File: src/rtl/clint_pkg.sv
// Shared CLINT definitions: register offsets inside the 64 KiB window, default base
// address, register select encoding and the byte-lane merge helper.
package clint_pkg;

    localparam logic [31:0] clint_base_default = 32'h0200_0000;

    localparam logic [15:0] clint_msip_off        = 16'h0000;
    localparam logic [15:0] clint_mtimecmp_lo_off = 16'h4000;
    localparam logic [15:0] clint_mtimecmp_hi_off = 16'h4004;
    localparam logic [15:0] clint_mtime_lo_off    = 16'hBFF8;
    localparam logic [15:0] clint_mtime_hi_off    = 16'hBFFC;

    typedef enum logic [2:0] {
        REG_NONE,
        REG_MSIP,
        REG_CMP_LO,
        REG_CMP_HI,
        REG_MTIME_LO,
        REG_MTIME_HI
    } clint_reg_e;

    function automatic clint_reg_e clint_decode(input logic [15:0] off);
        clint_reg_e r;
        case (off)
            clint_msip_off:        r = REG_MSIP;
            clint_mtimecmp_lo_off: r = REG_CMP_LO;
            clint_mtimecmp_hi_off: r = REG_CMP_HI;
            clint_mtime_lo_off:    r = REG_MTIME_LO;
            clint_mtime_hi_off:    r = REG_MTIME_HI;
            default:               r = REG_NONE;
        endcase
        return r;
    endfunction

    function automatic logic [31:0] byte_merge(input logic [31:0] old_val,
                                               input logic [31:0] wdata,
                                               input logic [3:0]  wstrb);
        logic [31:0] r;
        r = old_val;
        for (int i = 0; i < 4; i++) begin
            if (wstrb[i]) r[8*i +: 8] = wdata[8*i +: 8];
        end
        return r;
    endfunction

endpackage

File: src/rtl/clint_if.sv
// CPU data-bus handshake as seen by the CLINT: one-cycle request strobe in,
// one-cycle ready strobe with registered read data out.
interface clint_if;
    logic        memory_valid;
    logic        memory_instr;
    logic [31:0] memory_addr;
    logic [31:0] memory_wdata;
    logic [3:0]  memory_wstrb;
    logic [31:0] memory_rdata;
    logic        memory_ready;

    modport master (
        output memory_valid, memory_instr, memory_addr, memory_wdata, memory_wstrb,
        input  memory_rdata, memory_ready
    );

    modport slave (
        input  memory_valid, memory_instr, memory_addr, memory_wdata, memory_wstrb,
        output memory_rdata, memory_ready
    );
endinterface

File: src/rtl/clint_tick.sv
// Prescaler for mtime: counts 0..clint_prescale-1 and flags the cycle in which
// the counter wraps back to 0.
module clint_tick #(
    parameter int unsigned clint_prescale = 1
) (
    input  logic clk,
    input  logic rst,
    output logic tick_o
);

    localparam int unsigned CNT_W = (clint_prescale > 1) ? $clog2(clint_prescale) : 1;
    localparam logic [CNT_W-1:0] CNT_LAST = CNT_W'(clint_prescale - 1);

    logic [CNT_W-1:0] cnt_q, cnt_d;

    // With clint_prescale == 1 the counter sits at 0 and every cycle is a tick.
    always_comb begin
        tick_o = (cnt_q == CNT_LAST);
        cnt_d  = tick_o ? '0 : cnt_q + CNT_W'(1);
    end

    always_ff @(posedge clk or posedge rst) begin
        if (rst) cnt_q <= '0;
        else     cnt_q <= cnt_d;
    end

endmodule

File: src/rtl/clint.sv
// Core-local interruptor: msip, mtimecmp and the free-running 64-bit mtime behind
// a single-cycle-latency bus slave, plus the timer/software interrupt lines.
module clint
    import clint_pkg::*;
#(
    parameter int unsigned clint_prescale = 1,
    parameter logic [31:0] clint_base     = clint_base_default
) (
    input  logic        clk,
    input  logic        rst,
    clint_if.slave      bus,
    output logic        clint_msip,
    output logic        clint_mtip,
    output logic [63:0] clint_mtime
);

    logic        tick;
    logic        data_acc;
    logic        wr_en;
    logic [15:0] offset;
    clint_reg_e  sel;
    logic [31:0] rd_val;

    logic        msip_q, msip_d;
    logic [63:0] mtime_q, mtime_d;
    logic [63:0] mtimecmp_q, mtimecmp_d;
    logic        mtip_q, mtip_d;
    logic        ready_q, ready_d;
    logic [31:0] rdata_q, rdata_d;

    clint_tick #(.clint_prescale(clint_prescale)) u_tick (
        .clk    (clk),
        .rst    (rst),
        .tick_o (tick)
    );

    // The window is 64 KiB, so the low half of the address difference is enough.
    assign offset   = bus.memory_addr[15:0] - clint_base[15:0];
    assign data_acc = bus.memory_valid & ~bus.memory_instr;
    assign wr_en    = data_acc & (|bus.memory_wstrb);
    assign sel      = data_acc ? clint_decode(offset) : REG_NONE;

    always_comb begin
        rd_val = '0;
        case (sel)
            REG_MSIP:     rd_val = {31'b0, msip_q};
            REG_CMP_LO:   rd_val = mtimecmp_q[31:0];
            REG_CMP_HI:   rd_val = mtimecmp_q[63:32];
            REG_MTIME_LO: rd_val = mtime_q[31:0];
            REG_MTIME_HI: rd_val = mtime_q[63:32];
            default:      rd_val = '0;
        endcase
    end

    always_comb begin
        msip_d     = msip_q;
        mtimecmp_d = mtimecmp_q;
        mtime_d    = tick ? mtime_q + 64'd1 : mtime_q;

        if (wr_en) begin
            case (sel)
                REG_MSIP: begin
                    if (bus.memory_wstrb[0]) msip_d = bus.memory_wdata[0];
                end
                REG_CMP_LO: mtimecmp_d[31:0]  = byte_merge(mtimecmp_q[31:0],
                                                           bus.memory_wdata, bus.memory_wstrb);
                REG_CMP_HI: mtimecmp_d[63:32] = byte_merge(mtimecmp_q[63:32],
                                                           bus.memory_wdata, bus.memory_wstrb);
                // A software write to mtime overrides the tick; no carry between halves.
                REG_MTIME_LO: mtime_d = {mtime_q[63:32],
                                         byte_merge(mtime_q[31:0], bus.memory_wdata, bus.memory_wstrb)};
                REG_MTIME_HI: mtime_d = {byte_merge(mtime_q[63:32], bus.memory_wdata, bus.memory_wstrb),
                                         mtime_q[31:0]};
                default: ;
            endcase
        end

        mtip_d  = (mtime_q >= mtimecmp_q);
        ready_d = bus.memory_valid;
        rdata_d = bus.memory_valid ? rd_val : '0;
    end

    always_ff @(posedge clk or posedge rst) begin
        if (rst) begin
            msip_q     <= 1'b0;
            mtime_q    <= '0;
            mtimecmp_q <= '1;
            mtip_q     <= 1'b0;
            ready_q    <= 1'b0;
            rdata_q    <= '0;
        end else begin
            msip_q     <= msip_d;
            mtime_q    <= mtime_d;
            mtimecmp_q <= mtimecmp_d;
            mtip_q     <= mtip_d;
            ready_q    <= ready_d;
            rdata_q    <= rdata_d;
        end
    end

    assign bus.memory_ready = ready_q;
    assign bus.memory_rdata = rdata_q;
    assign clint_msip       = msip_q;
    assign clint_mtip       = mtip_q;
    assign clint_mtime      = mtime_q;

endmodule

File: src/flat_wrapper.sv
// flat-port wrapper written by rule: the top's interface ports become plain ports
module clint_flat import clint_pkg::*;
#(
    parameter int unsigned clint_prescale = 1,
    parameter logic [31:0] clint_base     = clint_base_default
)
  (clk, rst, clint_msip, clint_mtip, clint_mtime, bus_memory_valid, bus_memory_instr, bus_memory_addr, bus_memory_wdata, bus_memory_wstrb, bus_memory_rdata, bus_memory_ready);
  clint_if bus_i ();
  input  logic clk;
  input  logic rst;
  output logic clint_msip;
  output logic clint_mtip;
  output logic [63:0] clint_mtime;
  input wire logic [$bits(bus_i.memory_valid)-1:0] bus_memory_valid;
  input wire logic [$bits(bus_i.memory_instr)-1:0] bus_memory_instr;
  input wire logic [$bits(bus_i.memory_addr)-1:0] bus_memory_addr;
  input wire logic [$bits(bus_i.memory_wdata)-1:0] bus_memory_wdata;
  input wire logic [$bits(bus_i.memory_wstrb)-1:0] bus_memory_wstrb;
  output wire logic [$bits(bus_i.memory_rdata)-1:0] bus_memory_rdata;
  output wire logic [$bits(bus_i.memory_ready)-1:0] bus_memory_ready;
  assign bus_i.memory_valid = bus_memory_valid;
  assign bus_i.memory_instr = bus_memory_instr;
  assign bus_i.memory_addr = bus_memory_addr;
  assign bus_i.memory_wdata = bus_memory_wdata;
  assign bus_i.memory_wstrb = bus_memory_wstrb;
  assign bus_memory_rdata = bus_i.memory_rdata;
  assign bus_memory_ready = bus_i.memory_ready;
  clint #(.clint_prescale(clint_prescale), .clint_base(clint_base)) u_core (.clk(clk), .rst(rst), .bus(bus_i), .clint_msip(clint_msip), .clint_mtip(clint_mtip), .clint_mtime(clint_mtime));
endmodule
File: config.mk
export PLATFORM = sky130hd
export DESIGN_NAME = clint_flat
export DESIGN_NICKNAME = d
export VERILOG_FILES = /design/src/rtl/clint_pkg.sv /design/src/rtl/clint_if.sv /design/src/rtl/clint_tick.sv /design/src/rtl/clint.sv /design/src/flat_wrapper.sv
export SDC_FILE = /design/constraint.sdc
export NUM_CORES = 1
export LEC_CHECK = 0
export CORE_MARGIN = 2
export CORE_UTILIZATION = 25
export CTS_BUF_LIST = sky130_fd_sc_hd__clkbuf_2
export CTS_CLUSTER_DIAMETER = 50
export DETAILED_ROUTE_END_ITERATION = 8
export PLACE_DENSITY = 0.4
export SLEW_MARGIN = 25
export SYNTH_ARGS = -nofsm -noshare
export SYNTH_HDL_FRONTEND = slang
export SYNTH_SLANG_ARGS = --single-unit
File: constraint.sdc
create_clock -name clk -period 7.11 [get_ports clk]
set_clock_uncertainty 0.15 [all_clocks]
set_input_delay 2.133 -clock clk [delete_from_list [all_inputs] [get_ports clk]]
set_output_delay 2.133 -clock clk [all_outputs]
set_load 0.05 [all_outputs]
==> results.py, run 1 <==
metrics = {
    "outcome": {
        "status": "completed",
    },
    "yosys": {
        "synth_flop_cell": "dfrtp_1",
        "async_flop_share": 1.00,
        "synth_area_per_cell_um2": 9.32,
        "synthSimpleGateAreaFrac": 0.168,
        "synth_top_family_by_area": "compound AO/OA/AOI/OAI gates",
        "synth-seq-cells": 163,
        "synth-compound-area-share": 0.212,
        "synth_top_cell_by_area": "dfrtp_1",
        "syn_inst": 1163,
        "synth_fa_ha_area_frac": 0.0750,
        "ys_top_cells_by_area": "dfrtp_1 23%, dfstp_2 16%, ha_1 7.5%",
        "synth_edf_count": 0,
        "ys_seq_area_frac": 0.384,
        "synth_top_area_frac": 0.229,
        "ys_warn_count": 0,
        "synth_area_mm2": 0.0108,
        "syn_nets": 1300,
        "synthMuxAreaShare": 0.0999,
        "ys_types": 76,
        "synth_xor_area_frac": 0,
    },
    "place": {
        "place.port_buffers": 154,
        "place_area_mm2": 0.0130,
        "hpwl_mm": 32.8,
        "gp_congestion": 0.837,
    },
    "critical_path": {
        "critical_path_arrival_ns": 2.53,
        "critPathTopFamily": "buffers and inverters",
        "end_kind": "output pin",
        "cp_cell_sequence": "clkdlybuf4s50_1",
        "ff2ff_setup_slack_ns": 2.90,
        "cp.required_ns": 4.83,
        "path_class": "reg -> out",
        "startpoint_type": "flop",
        "crit_slowest_cell": "clkdlybuf4s50_1",
        "cpPeakStageDelay_ns": 0.91,
        "crit_buf_inv": 1,
        "crit_fanout": 12,
    },
    "timing": {
        "rsz0062_at_grt": "no",
        "max_freq_mhz": 208,
        "report.final.slew_viol_count": 0,
        "fin_crit_ns": 4.81,
        "slew_headroom": 0.261,
        "tightest_slew_ns": 1.10,
        "setup_viol": 0,
        "tns_ns": 0,
        "hold_viol": 0,
        "post-route-period-util": 0.677,
    },
    "power": {
        "cellLeakagePower_nw": 4.90,
        "power_mw": 1.77,
        "vdd_ir_drop_max_uv": 72.6,
        "power_density_mw_per_mm2": 134,
    },
    "clock_network": {
        "cts_tree": "yes",
        "cts_setup_buffers": 0,
        "cts_resized": 0,
        "clk_latency_ns": 0.87,
        "cts_buffer_depth": 2,
        "ctsHoldBuffers": 0,
        "clk_pin_slew_ns": 0.25,
        "cts_sinks": 163,
        "cts_root_buf": "clkbuf_2",
        "numCtsBuffers": 17,
        "h-tree-depth": 4,
    },
    "route": {
        "drc": 0,
        "drtIter0Drc": 734,
        "ant_nets": 0,
        "num_vias": 10081,
        "wl_per_cell_um": 23.8,
        "drt-pass1-iter-count": 5,
        "drt-total-wl_mm": 45.1,
        "via_per_inst": 5.31,
    },
    "global_route": {
        "grt_max_degree": 77,
        "antenna_found_initial": 2,
        "grt-ovfl-total": 0,
        "track_usage": 0.203,
        "grt_pass1_wl_mm": 67.1,
        "grt_pass1_vias": 10123,
    },
    "min_path": {
        "hp-class": "reg -> reg",
    },
    "floorplanning": {
        "die_h_um": 212,
        "ios": 171,
        "initial_utilization": 0.253,
        "core_region_area_mm2": 0.0429,
        "dieArea_mm2": 0.0450,
        "rows": 76,
        "dieWidth_um": 212,
    },
    "finish": {
        "areaGrowthSynthToFinish_pct": 22.3,
        "drive_gt1_frac": 0.166,
        "stdcell_area_mm2": 0.0133,
        "final_nets": 1434,
    },
    "flow_run": {
        "maxCapViolations": 0,
    },
}
## stage by stage
stage          utilization  instances  hold WS [ns]  setup slack, ns
2_1_floorplan            -       1163         0.317            0.528
3_3_place_gp         0.304       1862         0.330             1.51
3_5_place_dp         0.304       1863         0.337             1.54
4_1_cts              0.309       1895         0.362             2.24
5_1_grt              0.309       1898         0.391             2.19
6_report             0.309       1898         0.361             2.30
## report_power, final
| part | switching, mW | total (mW) | internal (mW) |
|---|---|---|---|
| sequential | 0.0465 | 0.991 | 0.944 |
| combinational | 0.170 | 0.262 | 0.0917 |
| clock | 0.365 | 0.518 | 0.153 |
## final timing paths
| path | from | end | cells after the start |
|---|---|---|---|
| min in group asynchronous | rst | u_core.clint_mtime[53] | 2 |
| worst min register to register | u_core.mtimecmp_q[42] | u_core.mtimecmp_q[42] | 2 |
| max in group asynchronous | rst | u_core.mtimecmp_q[25] | 3 |
| worst min-delay path | u_core.mtimecmp_q[42] | u_core.mtimecmp_q[42] | 2 |
| worst max register to register | u_core.clint_mtime[47] | u_core.clint_mtip | 7 |
| worst max-delay path | u_core.clint_mtime[47] | clint_mtime[47] | 1 |
## Yosys cell counts (all sizes together) (2+ instances only)
| master | n |
|---|---|
| nand3 | 23 |
| o32ai | 2 |
| mux2 | 63 |
| a211oi | 9 |
| clkbuf | 45 |
| and2 | 20 |
| nor2 | 66 |
| nand2b | 4 |
| buf | 16 |
| a31oi | 17 |
| dfstp | 64 |
| or4 | 7 |
| o31ai | 3 |
| a21oi | 54 |
| nor4b | 2 |
| nand4 | 39 |
| a32oi | 21 |
| a2bb2oi | 2 |
| a21boi | 2 |
| o22ai | 38 |
| a221oi | 2 |
| o221ai | 2 |
| and3 | 18 |
| and4 | 12 |
| a21o | 4 |
| nor3 | 35 |
| dfrtp | 99 |
| o21ai | 101 |
| o2bb2ai | 3 |
| inv | 95 |
| a311oi | 4 |
| o211ai | 17 |
| a22oi | 54 |
| mux2i | 36 |
| o21a | 2 |
| a2111oi | 3 |
| nand2 | 64 |
| nor3b | 4 |
| ha | 65 |
| o21bai | 2 |
| a41oi | 5 |
| nor2b | 4 |
| nor4 | 24 |
## sequential cells by signal (all words and copies together), names as in the netlist
| signal | cells |
|---|---|
| u_core.clint_mtime | 64 |
| u_core.clint_msip | 1 |
| u_core.mtimecmp_q | 64 |
| u_core.clint_mtip | 1 |
| u_core.bus.memory_rdata | 32 |
| u_core.bus.memory_ready | 1 |
## cell usage in the layout, fill, tap and decap left out, types with 16 or more instances in the layout
cell type / synthesis / final
dfrtp_1: 99 / 99
a32oi_1: 21 / 21
clkdlybuf4s50_1: 0 / 153
clkbuf_2: 1 / 18
mux2i_1: 35 / 35
a22oi_1: 54 / 54
nand2_1: 64 / 63
nor2_1: 66 / 65
inv_1: 95 / 94
o211ai_1: 17 / 17
buf_4: 1 / 20
nor4_1: 17 / 16
a21oi_1: 53 / 52
nand4_1: 38 / 38
mux2_2: 63 / 63
a31oi_1: 17 / 17
ha_1: 65 / 65
nor3_1: 34 / 33
dfstp_2: 64 / 64
nand3_1: 23 / 23
o22ai_1: 38 / 38
o21ai_0: 91 / 91
## kinds of logic after synthesis
logic type | count (synthesis)
muxes | 99
AOI/OAI and AO/OA | 353
buffers and inverters | 156
and+or+nand+nor | 327
DFF | 163
adders and majority gates | 65
## layout make-up
type	count	area, µm²
tap	585	732
inverter	95	362
clock inverter	14	120
multi-input combinational	844	6070
sequential	163	4160
timing repair buffer	176	1720
antenna	3	7.51
fill	4519	29600
clock buffer	18	90.1
## per-layer routing
layer | part of all wire | vias up | track usage
met5 | 0 | - | 0
met4 | 0.020 | 0 | 0.0562
met3 | 0.052 | 41 | 0.0383
met2 | 0.47 | 298 | 0.328
met1 | 0.46 | 5074 | 0.276
li1 | - | 4668 | -
(Power assumes the default switching activity.)
==> inputs of run 2 (changes only) <==
--- a/config.mk
+++ b/config.mk
@@ -10,7 +10,7 @@
 export CTS_BUF_LIST = sky130_fd_sc_hd__clkbuf_2
 export CTS_CLUSTER_DIAMETER = 50
 export DETAILED_ROUTE_END_ITERATION = 8
-export PLACE_DENSITY = 0.4
+export PLACE_DENSITY = 0.42
 export SLEW_MARGIN = 25
 export SYNTH_ARGS = -nofsm -noshare
 export SYNTH_HDL_FRONTEND = slang
==> constraint.sdc (replaced) <==
create_clock -name clk -period 4.24 [get_ports clk]
set_clock_uncertainty 0.15 [all_clocks]
set_input_delay 1.272 -clock clk [delete_from_list [all_inputs] [get_ports clk]]
set_output_delay 1.272 -clock clk [all_outputs]
set_load 0.05 [all_outputs]
==> run 2 against run 1 <==
  * Cell count increased by 1.9%
  * Critical path depth increased by 1
  * Combinational power increased by 68%
  * Final area increased by 2.7%
  * Flip-flop and latch count unchanged
  * Worst setup slack got worse by 2.0 ns
  * Utilization increased by 0.83 points
  * Non-clock buffer count increased by 38
  * Die area unchanged
  * Worst hold slack about the same
  * Sequential power increased by 68%
  * Routed wire length decreased by 1.2%
  * Highest routed layer unchanged
==> results.py, run 2 (synthesized netlist as in run 1, its figures left out) <==
metrics = {
    "clock_network": {
        "cts_root_buf": "clkbuf_2",
        "cts_resized": 0,
        "cts_setup_buffers": 0,
        "cts_sinks": 163,
        "h-tree-depth": 4,
        "numCtsBuffers": 17,
        "clk_latency_ns": 0.83,
        "cts_buffer_depth": 2,
        "ctsHoldBuffers": 0,
        "cts_tree": "yes",
        "clk_pin_slew_ns": 0.27,
    },
    "critical_path": {
        "cpPeakStageDelay_ns": 0.84,
        "cp.required_ns": 2.82,
        "crit_buf_inv": 2,
        "crit_slowest_cell": "clkdlybuf4s50_1",
        "critPathTopFamily": "buffers and inverters",
        "path_class": "reg -> out",
        "startpoint_type": "flop",
        "end_kind": "output pin",
        "cp_cell_sequence": "buf_4 > clkdlybuf4s50_1",
        "crit_fanout": 15,
        "critical_path_arrival_ns": 2.53,
    },
    "route": {
        "drtIter0Drc": 895,
        "ant_nets": 0,
        "wl_per_cell_um": 23.1,
        "num_vias": 10288,
        "drc": 0,
        "via_per_inst": 5.32,
        "drt-pass1-iter-count": 5,
        "drt-total-wl_mm": 44.6,
    },
    "timing": {
        "post-route-period-util": 0.932,
        "rsz0062_at_grt": "no",
        "report.final.slew_viol_count": 0,
        "max_freq_mhz": 253,
        "setup_slack_ns": 0.290,
        "setup_viol": 0,
        "hold_viol": 0,
        "tightest_slew_ns": 0.965,
        "fin_crit_ns": 3.95,
        "tns_ns": 0,
        "slew_headroom": 0.357,
    },
    "finish": {
        "final_nets": 1472,
        "final_common_cell": "clkdlybuf4s50_1",
        "drive_gt1_frac": 0.188,
        "areaGrowthSynthToFinish_pct": 25.6,
        "mostFrequentLayoutCells": "153 x clkdlybuf4s50_1, 99 x dfrtp_1, 94 x inv_1",
        "fin_cells": 1935,
    },
    "global_route": {
        "antenna_found_initial": 1,
        "grt_pass1_vias": 10260,
        "grt-ovfl-total": 0,
        "track_usage": 0.201,
        "grt_pass1_wl_mm": 67.9,
        "grt_max_degree": 67,
    },
    "min_path": {
        "hp-class": "reg -> reg",
    },
    "floorplanning": {
        "initial_utilization": 0.253,
        "die_h_um": 212,
        "ios": 171,
        "core_region_area_mm2": 0.0429,
        "rows": 76,
        "dieArea_mm2": 0.0450,
        "dieWidth_um": 212,
    },
    "place": {
        "hpwl_mm": 33.3,
        "preCtsSetupSlack_ns": 0.0454,
        "gp_congestion": 0.868,
        "post-place-cells": 1901,
        "place.port_buffers": 154,
    },
    "power": {
        "power_density_mw_per_mm2": 224,
        "vdd_ir_drop_max_uv": 128,
        "cellLeakagePower_nw": 5.14,
    },
    "outcome": {
        "status": "completed",
    },
    "flow_run": {
        "maxCapViolations": 0,
    },
}
==> run 2: cell types whose count changed in the layout (fill, tap and decap cells not counted), sizes merged <==
cell | before | now
clkinv | 9 | 6
clkbuf | 18 | 20
buf | 23 | 61
diode | 3 | 2
bufinv | 2 | 3
==> run 2: report_power, final <==
group | internal (mW) | leakage (nW) | switching (mW)
Combinational | 0.163 | 3.06 | 0.277
Clock | 0.329 | 0.147 | 0.624
Sequential | 1.58 | 1.93 | 0.0751
Total | 2.08 | 5.14 | 0.976
==> run 2: routing by layer <==
layer | track usage | vias up | share of wire
li1 | - | 4754 | -
met1 | 0.282 | 5188 | 0.46
met2 | 0.333 | 323 | 0.47
met3 | 0.0281 | 23 | 0.052
met4 | 0.0367 | 0 | 0.010
met5 | 0 | - | 0
==> run 2: area by class of cell <==
type | count | area, µm²
inverter | 95 | 360
sequential | 163 | 4160
antenna | 2 | 5.00
multi-input combinational | 844 | 6040
timing repair buffer | 214 | 2070
tap | 585 | 732
clock buffer | 20 | 100
fill | 4481 | 29300
clock inverter | 12 | 140
==> run 2: worst paths after layout <==
kind | start | to | slack (ns) | cells past startpoint
min in group asynchronous | rst | u_core.bus.memory_rdata[6] | 0.67 | 2
max in group asynchronous | rst | u_core.mtimecmp_q[25] | 2.38 | 3
max reg2reg | u_core.mtimecmp_q[46] | u_core.clint_mtip | 0.96 | 11
min | u_core.mtimecmp_q[10] | u_core.mtimecmp_q[10] | 0.36 | 2
min reg2reg | u_core.mtimecmp_q[10] | u_core.mtimecmp_q[10] | 0.36 | 2
max | u_core.clint_mtime[28] | clint_mtime[28] | 0.29 | 2
==> run 2: tightest hold or removal path: stages (launching register included) <==
cell and delay [ns]:
dfstp_2 0.43, nand2_1 0.04, o21ai_0 0.07
==> run 2: stage by stage <==
stage	utilization	power [mW]	cell area [µm²]	hold WS, ns
floorplan	-	1.89	10800	0.317
detailed placement	0.312	2.13	13400	0.334
CTS	0.317	3.11	13600	0.364
finish	0.317	3.05	13600	0.361
global placement	0.312	2.13	13400	0.332
global route	0.317	3.21	13600	0.395
